File: src/rtl/npu_axi_dma_copier.sv
// AXI4 DMA copier: reads one job's source via AR/R bursts into a beat buffer, then writes it out via AW/W/B.
// Optional NPU_DMA_ERR_EN adds rresp/bresp checking and a dma_resp_err flag alongside done.
module npu_axi_dma_copier #(
  parameter int unsigned DATA_W    = 256,
  parameter int unsigned MAX_BURST = 16
) (
  input  logic                  clk,
  input  logic                  rst,
  input  logic                  dma_req_valid,
  output logic                  dma_req_ready,
  input  logic [63:0]           dma_req_src,
  input  logic [63:0]           dma_req_dst,
  input  logic [31:0]           dma_req_bytes,
  output logic                  dma_resp_done,
`ifdef NPU_DMA_ERR_EN
  output logic                  dma_resp_err,
`endif
  output logic                  m_axi_arvalid,
  input  logic                  m_axi_arready,
  output logic [63:0]           m_axi_araddr,
  output logic [7:0]            m_axi_arlen,
  output logic [2:0]            m_axi_arsize,
  input  logic                  m_axi_rvalid,
  output logic                  m_axi_rready,
  input  logic [DATA_W-1:0]     m_axi_rdata,
  input  logic                  m_axi_rlast,
`ifdef NPU_DMA_ERR_EN
  input  logic [1:0]            m_axi_rresp,
`endif
  output logic                  m_axi_awvalid,
  input  logic                  m_axi_awready,
  output logic [63:0]           m_axi_awaddr,
  output logic [7:0]            m_axi_awlen,
  output logic [2:0]            m_axi_awsize,
  output logic                  m_axi_wvalid,
  input  logic                  m_axi_wready,
  output logic [DATA_W-1:0]     m_axi_wdata,
  output logic [DATA_W/8-1:0]   m_axi_wstrb,
  output logic                  m_axi_wlast,
  input  logic                  m_axi_bvalid,
`ifdef NPU_DMA_ERR_EN
  input  logic [1:0]            m_axi_bresp,
`endif
  output logic                  m_axi_bready
);

  localparam int unsigned STRB_W = DATA_W / 8;
  localparam int unsigned SZ     = $clog2(STRB_W);
  localparam int unsigned BEAT_W = $clog2(MAX_BURST);
  localparam logic [BEAT_W:0] MAX_LEN   = (BEAT_W+1)'(MAX_BURST);
  localparam logic [63:0]     ADDR_MASK = ~64'(STRB_W - 1);
  localparam logic [2:0]      AXI_SIZE  = 3'(SZ);

  typedef enum logic [2:0] {
    StIdle, StRdAddr, StRdData, StWrAddr, StWrData, StWrResp, StDone
  } state_e;

  state_e            state_q, state_d;
  logic [63:0]       src_q, dst_q;
  logic [32:0]       rem_q;
  logic [SZ-1:0]     tail_q;
  logic [BEAT_W-1:0] beat_q;
  logic [DATA_W-1:0] buf_q [MAX_BURST];

  logic [32:0]       req_beats;
  logic [12:0]       src_room, dst_room;
  logic [BEAT_W:0]   burst_len;
  logic [63:0]       burst_bytes;
  logic              beat_last, job_last;
  logic [STRB_W-1:0] tail_strb;
  logic              rd_err, wr_err, err_seen;
  logic              unused_rlast;

  // Beat counter is authoritative; rlast is not used to end a burst.
  assign unused_rlast = m_axi_rlast;

  assign req_beats = ({1'b0, dma_req_bytes} + 33'(STRB_W - 1)) >> SZ;
  // Beats left before the next 4KB boundary (1..4096/STRB_W).
  assign src_room  = (13'd4096 - {1'b0, src_q[11:0]}) >> SZ;
  assign dst_room  = (13'd4096 - {1'b0, dst_q[11:0]}) >> SZ;

  always_comb begin
    burst_len = (rem_q > 33'(MAX_LEN)) ? MAX_LEN : rem_q[BEAT_W:0];
    if (13'(burst_len) > src_room) burst_len = src_room[BEAT_W:0];
    if (13'(burst_len) > dst_room) burst_len = dst_room[BEAT_W:0];
  end

  assign burst_bytes = 64'(burst_len) << SZ;
  assign beat_last   = ({1'b0, beat_q} == burst_len - 1'b1);
  assign job_last    = (rem_q == 33'(burst_len));
  assign tail_strb   = {STRB_W{1'b1}} >> (STRB_W - 32'(tail_q));

`ifdef NPU_DMA_ERR_EN
  logic err_q;
  assign rd_err       = (m_axi_rresp != 2'b00);
  assign wr_err       = (m_axi_bresp != 2'b00);
  assign err_seen     = err_q;
  assign dma_resp_err = dma_resp_done & err_q;

  always_ff @(posedge clk) begin
    if (rst) begin
      err_q <= 1'b0;
    end else if (state_q == StIdle && dma_req_valid) begin
      err_q <= 1'b0;
    end else if (state_q == StRdData && m_axi_rvalid && rd_err) begin
      err_q <= 1'b1;
    end else if (state_q == StWrResp && m_axi_bvalid && wr_err) begin
      err_q <= 1'b1;
    end
  end
`else
  assign rd_err   = 1'b0;
  assign wr_err   = 1'b0;
  assign err_seen = 1'b0;
`endif

  always_comb begin
    state_d = state_q;
    case (state_q)
      StIdle:   if (dma_req_valid) state_d = (dma_req_bytes == 32'd0) ? StDone : StRdAddr;
      StRdAddr: if (m_axi_arready) state_d = StRdData;
      StRdData: if (m_axi_rvalid && beat_last) state_d = (err_seen || rd_err) ? StDone : StWrAddr;
      StWrAddr: if (m_axi_awready) state_d = StWrData;
      StWrData: if (m_axi_wready && beat_last) state_d = StWrResp;
      StWrResp: if (m_axi_bvalid) state_d = (job_last || err_seen || wr_err) ? StDone : StRdAddr;
      StDone:   state_d = StIdle;
      default:  state_d = StIdle;
    endcase
  end

  always_ff @(posedge clk) begin
    if (rst) state_q <= StIdle;
    else     state_q <= state_d;
  end

  always_ff @(posedge clk) begin
    if (rst) begin
      src_q  <= '0;
      dst_q  <= '0;
      rem_q  <= '0;
      tail_q <= '0;
      beat_q <= '0;
    end else begin
      case (state_q)
        StIdle: if (dma_req_valid) begin
          src_q  <= dma_req_src & ADDR_MASK;
          dst_q  <= dma_req_dst & ADDR_MASK;
          rem_q  <= req_beats;
          tail_q <= dma_req_bytes[SZ-1:0];
          beat_q <= '0;
        end
        StRdData: if (m_axi_rvalid) beat_q <= beat_last ? '0 : beat_q + 1'b1;
        StWrData: if (m_axi_wready) beat_q <= beat_last ? '0 : beat_q + 1'b1;
        StWrResp: if (m_axi_bvalid) begin
          src_q <= src_q + burst_bytes;
          dst_q <= dst_q + burst_bytes;
          rem_q <= rem_q - 33'(burst_len);
        end
        default: ;
      endcase
    end
  end

  always_ff @(posedge clk) begin
    if (state_q == StRdData && m_axi_rvalid) buf_q[beat_q] <= m_axi_rdata;
  end

  assign dma_req_ready = (state_q == StIdle);
  assign dma_resp_done = (state_q == StDone);

  assign m_axi_arvalid = (state_q == StRdAddr);
  assign m_axi_araddr  = m_axi_arvalid ? src_q : '0;
  assign m_axi_arlen   = m_axi_arvalid ? 8'(burst_len) - 8'd1 : '0;
  assign m_axi_arsize  = AXI_SIZE;
  assign m_axi_rready  = (state_q == StRdData);

  assign m_axi_awvalid = (state_q == StWrAddr);
  assign m_axi_awaddr  = m_axi_awvalid ? dst_q : '0;
  assign m_axi_awlen   = m_axi_awvalid ? 8'(burst_len) - 8'd1 : '0;
  assign m_axi_awsize  = AXI_SIZE;

  assign m_axi_wvalid  = (state_q == StWrData);
  assign m_axi_wdata   = m_axi_wvalid ? buf_q[beat_q] : '0;
  assign m_axi_wlast   = m_axi_wvalid & beat_last;
  // Only the final beat of the whole job carries a partial strobe.
  assign m_axi_wstrb   = !m_axi_wvalid ? '0 :
                         (job_last && beat_last && tail_q != '0) ? tail_strb : {STRB_W{1'b1}};
  assign m_axi_bready  = (state_q == StWrResp);

endmodule

File: config.mk
export PLATFORM = sky130hd
export DESIGN_NAME = npu_axi_dma_copier
export DESIGN_NICKNAME = d
export VERILOG_FILES = /design/src/rtl/npu_axi_dma_copier.sv
export SDC_FILE = /design/constraint.sdc
export NUM_CORES = 2
export LEC_CHECK = 0
export CAP_MARGIN = 15
export CORE_UTILIZATION = 25
export CTS_CLUSTER_SIZE = 40
export DETAILED_ROUTE_END_ITERATION = 8
export GPL_TIMING_DRIVEN = 0
export PLACE_DENSITY = 0.36
export SLEW_MARGIN = 10
export SYNTH_ARGS = -nofsm -noshare
export SYNTH_HDL_FRONTEND = slang
export SYNTH_SLANG_ARGS = --single-unit
File: constraint.sdc
create_clock -name clk -period 39.4 [get_ports clk]
set_input_delay 3.94 -clock clk [delete_from_list [all_inputs] [get_ports clk]]
set_output_delay 3.94 -clock clk [all_outputs]
set_load 0.02 [all_outputs]
# Word-level counts from Yosys, hierarchy flattened
# Memories as Yosys holds them, arrays and structs flattened. A register that Yosys moved wholly into a read port is not among the register bits.
# Index checks and enable logic that the tools add are counted.
[classes]
add_sub_neg = 10
n_lt_le_gt_ge = 3
n_eq_ne = 16
shifts = 1
n_mux = 37
n_bitwise = 1
n_reduce_logical = 14
[ops]
columns = ["operator", "n"]
rows = [
  ["$mux W64", 6],
  ["$mux W256", 1],
  ["$pmux W64 S2", 2],
  ["$add A64 B10 Y64", 2],
  ["$mux W33", 2],
  ["$pmux W33 S2", 1],
  ["$mux W32", 2],
  ["$add A32 B5 Y33 const B", 1],
  ["$eq A33 B5 Y1", 1],
  ["$gt A33 B5 Y1 const B", 1],
  ["$sub A33 B5 Y33", 1],
  ["$logic_not A32 Y1", 1],
  ["$shr A32 B32 Y32 const A", 1],
  ["$sub A13 B12 Y13 const A", 2],
  ["$mux W3", 8],
  ["$mux W4", 6],
  ["$pmux W3 S6", 1],
  ["$gt A5 B8 Y1", 2],
  ["$mux W8", 2],
  ["$mux W5", 3],
  ["$pmux W4 S3", 1],
  ["$ne A2 B1 Y1 const B", 5],
  ["$eq A3 B3 Y1 const B", 3],
  ["$sub A6 B5 Y7 const A", 1],
  ["other kinds (18)", 26],
]
[word_totals]
register_bits = 173
ram_bits = 4096
inputBits = 425
out_inout_bits = 446
mem_count = 1
[memory_table]
columns = ["memory", "words", "width", "read_ports", "rd_clocked_by_memory_dff", "write_ports", "line_no", "rtl"]
rows = [
  ["buf_q", 16, 256, 1, 1, 1, "63", "logic [DATA_W-1:0] buf_q [MAX_BURST];"],
]

# Longest topological paths before layout
[depth]
ltp_word = 13
depth_mapped = 31
mapped_depth_nobuf = 30

# Worst setup path after synthesis
# OpenSTA, ideal clock, no wires.
[synth_path]
kind = "input-to-reg"
start = "input port m_axi_rvalid"
end = "memory buf_q[0][0], enable pin"
setup_ns = 1.186
arrival_time_ns = 21.424
required_ns = 38.214
setup_slack_ns = 16.790
cell_stages = 3
path_buffers = 0
cell_sequence = "and2_1 -> nand2_1 -> nor3_1"
[synth_between]
elab_chain_cells = 3
[synth_rtl]
columns = ["item", "line_no", "rtl"]
rows = [
  ["start: declaration", "23", "input logic m_axi_rvalid,"],
  ["$logic_and A1 B1 Y1", "165", "if (state_q == StRdData && m_axi_rvalid) buf_q[beat_q] <= m_axi_rdata;"],
  ["$mux W1", "165", ""],
  ["$mux W1 (not written as such)", "165", ""],
  ["end: declaration", "63", ""],
]
# Every way passes these cells.

# Worst setup path after layout
[layout_path]
start = "register rem_q[7]"
end = "output port m_axi_wstrb[25]"
[layout_between]
elab_chain_cells = 12
elab_cells_between_ends = 13
classes_between = "1 x add/sub; 3 x order compare; 2 x eq/ne; 5 x mux; 2 x reduce/logical"
[layout_rtl]
columns = ["item", "line_no", "rtl"]
rows = [
  ["start: declaration", "60", "logic [32:0] rem_q;"],
  ["start signal: assignment", "148", "rem_q <= req_beats;"],
  ["start signal: assignment", "157", "rem_q <= rem_q - 33'(burst_len);"],
  ["$gt A33 B5 Y1", "83", "burst_len = (rem_q > 33'(MAX_LEN)) ? MAX_LEN : rem_q[BEAT_W:0];"],
  ["$mux W5", "83", ""],
  ["$gt A5 B8 Y1", "84", "if (13'(burst_len) > src_room) burst_len = src_room[BEAT_W:0];"],
  ["$mux W5", "84", ""],
  ["$gt A5 B8 Y1", "85", "if (13'(burst_len) > dst_room) burst_len = dst_room[BEAT_W:0];"],
  ["$mux W5", "85", ""],
  ["$sub A5 B1 Y5", "89", "assign beat_last = ({1'b0, beat_q} == burst_len - 1'b1);"],
  ["$eq A4 B5 Y1", "89", ""],
  ["$logic_and A1 B1 Y1 * (2 in series)", "187", "(job_last && beat_last && tail_q != '0) ? tail_strb : {STRB_W{1'b1}};"],
  ["$mux W32 *", "187", ""],
  ["$mux W32 *", "186", "assign m_axi_wstrb = !m_axi_wvalid ? '0 :"],
  ["end: declaration", "38", "output logic [DATA_W/8-1:0] m_axi_wstrb,"],
]
# Every way passes the cells marked *; elsewhere a longest branch is shown, timed or not.

==> summary.txt <==
STA
  • Max-slew violations: 0
  • Max-slew headroom: 0.0570
  • Max Freq: approximately 0.072 GHz
  • Setup violations, final: 0
  • Final min period: approximately 14 ns
  • Unrepaired setup endpoints after global routing: false
  • Setup total negative slack: 0 ns
  • Fin. Hold Viols: 0
  • Final worst setup slack: 25.44 ns
  • Fin crit share: 0.354
  • Clk_skew: approximately 0.08 ns
  • Measured slew at the worst slew-check pin: 1.41 ns

Synth
  • Proportion of synthesized chip area in sequential cells: 0.754
  • Mapped cell area: 0.168 mm^2
  • Post-synth cell types: 90
  • Post-synth ARST share: 0
  • Post-synth EDFFs: slightly above 4,000
  • Synth Register Bits: ~4,300
  • Syn_area_per_cell: 21.4 um^2
  • Post-Synthesis Cells: between 7,000 and 8,000
  • Ys flop type: edfxtp_1
  • Yosys warning count: 0

Die
  • Core Region: 0.668 mm^2
  • I/O pin cnt: slightly below 900
  • Die area: slightly below 0.7 mm^2
  • # rows: 300
  • Starting density of the core: 0.251
  • Die Wd: roughly 820 um
  • Height of the chip: ~800 um

Setup path
  • CP required: between 30 and 40 ns
  • Crit end category: primary output
  • Data arrival time of the worst path: about 10 ns
  • Largest stage delay on the critical path: roughly 0.87 ns
  • CP Class: register to primary output
  • Cell count of the worst reg-to-reg path: 30
  • Flop-to-flop setup slack: about 30 ns
  • Slowest stage cell on the critical path: nor4bb_1
  • Crit-path max FO: 10
  • RR Startpoint: rem_q[7]$_SDFFE_PP0P_
  • R2R Path End: rem_q[30]$_SDFFE_PP0P_
  • Crit start category: register

Place
  • GP Congestion: 0.883
  • # port buffers: around 840
  • Pre-CTS setup slack: 26.28 ns
  • Placed Cells: roughly 18,000
  • Area after DPL: between 0.15 and 0.2 mm^2
  • DP HPWL: 438,000 um

Final layout
  • Share of cells above drive strength 1: 0.263
  • Commonest cells after routing, fill and taps aside: edfxtp_1 (4,096), mux4_2 (1,280), clkdlybuf4s50_1 (841)
  • Fill cells: around 64,000
  • Finished Layout Cells: between 15,000 and 20,000
  • Area of the multi-input gates: approximately 0.039 mm^2
  • Final net count: 10,200
  • Layout overhead on the synthesized area: 26.4%
  • Reg area: 0.126 mm^2
  • Design Area, Final: roughly 0.21 mm^2
  • Commonest non-fill, non-tap cell in the layout: edfxtp_1

Detailed routing
  • Initial DRT Pass Iterations: 6
  • DRT iter0 DRCs: approximately 8,000
  • Vias: about 89,000
  • Wire per inst: roughly 32 um
  • Vias per cell: roughly 4.7
  • DRC errors left: 0
  • Detailed Route WL: about 600,000 um
  • Detail Route Antenna Nets: 0

CTS
  • CTS resizes: 0
  • CTS tree: done
  • Clock slew seen by the registers of the worst setup and hold paths: around 0.06 ns
  • Post-cts hold buffer count: 0
  • Clock root buffer: clkbuf_16
  • Clock Sink Count: ~4,300
  • Cts bufs inserted: 482
  • # H-tree levels: 5
  • Max clock buf depth: 4
  • Setup Buffers After CTS: 0
  • Worst skew pair latency: 1.05 ns

Outcome
  • Status: finished clean

Pwr
  • Clock power frac: 0.363
  • VDD IR max: approximately 0.041 mV
  • Leakage power: between 60 and 70 nW
  • Internal Power: between 0.008 and 0.009 W
  • Combinational share of power: 0.217
  • Sw Pwr: 0.00346 W
  • Total Power: about 0.012 W
  • Seq pwr share: 0.419
  • Pwr/cell area: approximately 58 mW/mm^2
  • Sw Share: 0.282

Global routing
  • GRT Total Usage: 0.178
  • Vias in the first global route: around 93,000
  • First-pass GRT wire length: 824,000 um
  • Remaining Overflow, GRT: 0
  • Initial antenna violation count: 180
  • Largest net degree at the start of global routing: 18

Hold path
  • Hold Path End: tail_q[1]$_SDFFE_PP0P_
  • Min-delay src: tail_q[1]$_SDFFE_PP0P_
  • Hold Crit Depth: 2
  • Worst min path class: register to register

Job
  • MaxCap Viol Count: 0
==> through the flow <==
stage / hold WS (ns) / utilization
3_5_place_dp: 0.476 / 0.294
6_report: 0.484 / 0.317
2_1_floorplan: 0.449 / -
4_1_cts: 0.484 / 0.317
5_1_grt: 0.514 / 0.317
3_3_place_gp: 0.479 / 0.280
==> logic make-up (layout without fill, tap and decap cells) <==
| group | Yosys count | count (layout) | synth area share |
|---|---|---|---|
| flops | 4263 | 4263 | 0.754 |
| mux | 1285 | 1285 | 0.172 |
| simple gates | 1117 | 1117 | 0.0347 |
| other cells | 2 | 48 | 0.0000448 |
| buf+inv | 520 | 2808 | 0.0122 |
| compound gates | 555 | 555 | 0.0210 |
| fa+ha+maj | 42 | 42 | 0.00327 |
| xor+xnor | 53 | 53 | 0.00285 |
==> registers in the layout, indices dropped and copies added, names as in the netlist, named ones only <==
register and flops:
beat_q 4, buf_q 4096, dst_q 59, rem_q 33
src_q 59, state_q 3, tail_q 5
==> power by group through the flow <==
stage / clock (W) / sequential (W) / combinational [W]
after floorplan: 0 / 0.00524 / 0.00149
after global placement: 0 / 0.00535 / 0.00261
after detailed placement: 0 / 0.00524 / 0.00273
after CTS: 0.00459 / 0.00515 / 0.00274
after global routing: 0.00473 / 0.00516 / 0.00285
final: 0.00446 / 0.00515 / 0.00267
==> synthesized netlist by cell type, drive strengths merged (21+ instances only) <==
master,instances,share of area
edfxtp,4096,0.73
mux4,1280,0.17
and2,380,0.014
clkbuf,353,0.0079
nor2,241,0.0054
nand2,206,0.0046
a21oi,184,0.0056
dfxtp,167,0.020
o21ai,118,0.0036
buf,109,0.0030
nand3,85,0.0025
nor3,66,0.0020
a211oi,65,0.0030
inv,57,0.0013
ha,39,0.0029
o22ai,36,0.0014
xnor2,30,0.0016
nand4,29,0.0012
nor4,24,0.0012
xor2,22,0.0011
and3,21,0.00078
o31ai,21,0.00094
==> critical path: cells and delay by family (launching register included) <==
kind	cells	cell delay, ns
AND/OR/NAND/NOR	9	3.25
flip-flops	1	0.38
adder cells (fa/ha/maj)	3	1.06
buffers and inverters	6	1.52
AO/OA/AOI/OAI	11	2.68
==> final cells by class <==
| cell class | count | share of cell area |
|---|---|---|
| antenna | 32 | 0.000378 |
| buffer | 462 | 0.00913 |
| clock buffer | 612 | 0.0603 |
| clock inverter | 286 | 0.0130 |
| inverter | 58 | 0.00103 |
| multi-input combinational | 3068 | 0.186 |
| sequential | 4263 | 0.596 |
| tap | 8909 | 0.0526 |
| timing repair buffer | 1390 | 0.0812 |
==> how the worst max path moves through the flow <==
| stage | start | cells after the start | slack, ns | end |
|---|---|---|---|---|
| 2_1_floorplan | m_axi_rvalid | 3 | 16.79 | buf_q[0][0]$_DFFE_PP_ |
| 3_3_place_gp | m_axi_rvalid | 4 | -20.24 | buf_q[2][40]$_DFFE_PP_ |
| 3_5_place_dp | rem_q[7]$_SDFFE_PP0P_ | 29 | 26.28 | m_axi_wstrb[26] |
| 4_1_cts | rem_q[7]$_SDFFE_PP0P_ | 29 | 25.04 | m_axi_wstrb[26] |
| 5_1_grt | rem_q[7]$_SDFFE_PP0P_ | 29 | 24.70 | m_axi_wstrb[26] |
| 6_report | rem_q[7]$_SDFFE_PP0P_ | 29 | 25.44 | m_axi_wstrb[25] |
==> layer usage <==
metal	vias to the layer above	wire (um)	GRT usage
li1	36700	-	-
met2	2826	311000	0.314
met3	979	30500	0.0275
met5	-	382	0
met4	60	18700	0.0476
met1	48800	254000	0.227
Power figures use the tool's default switching activity.
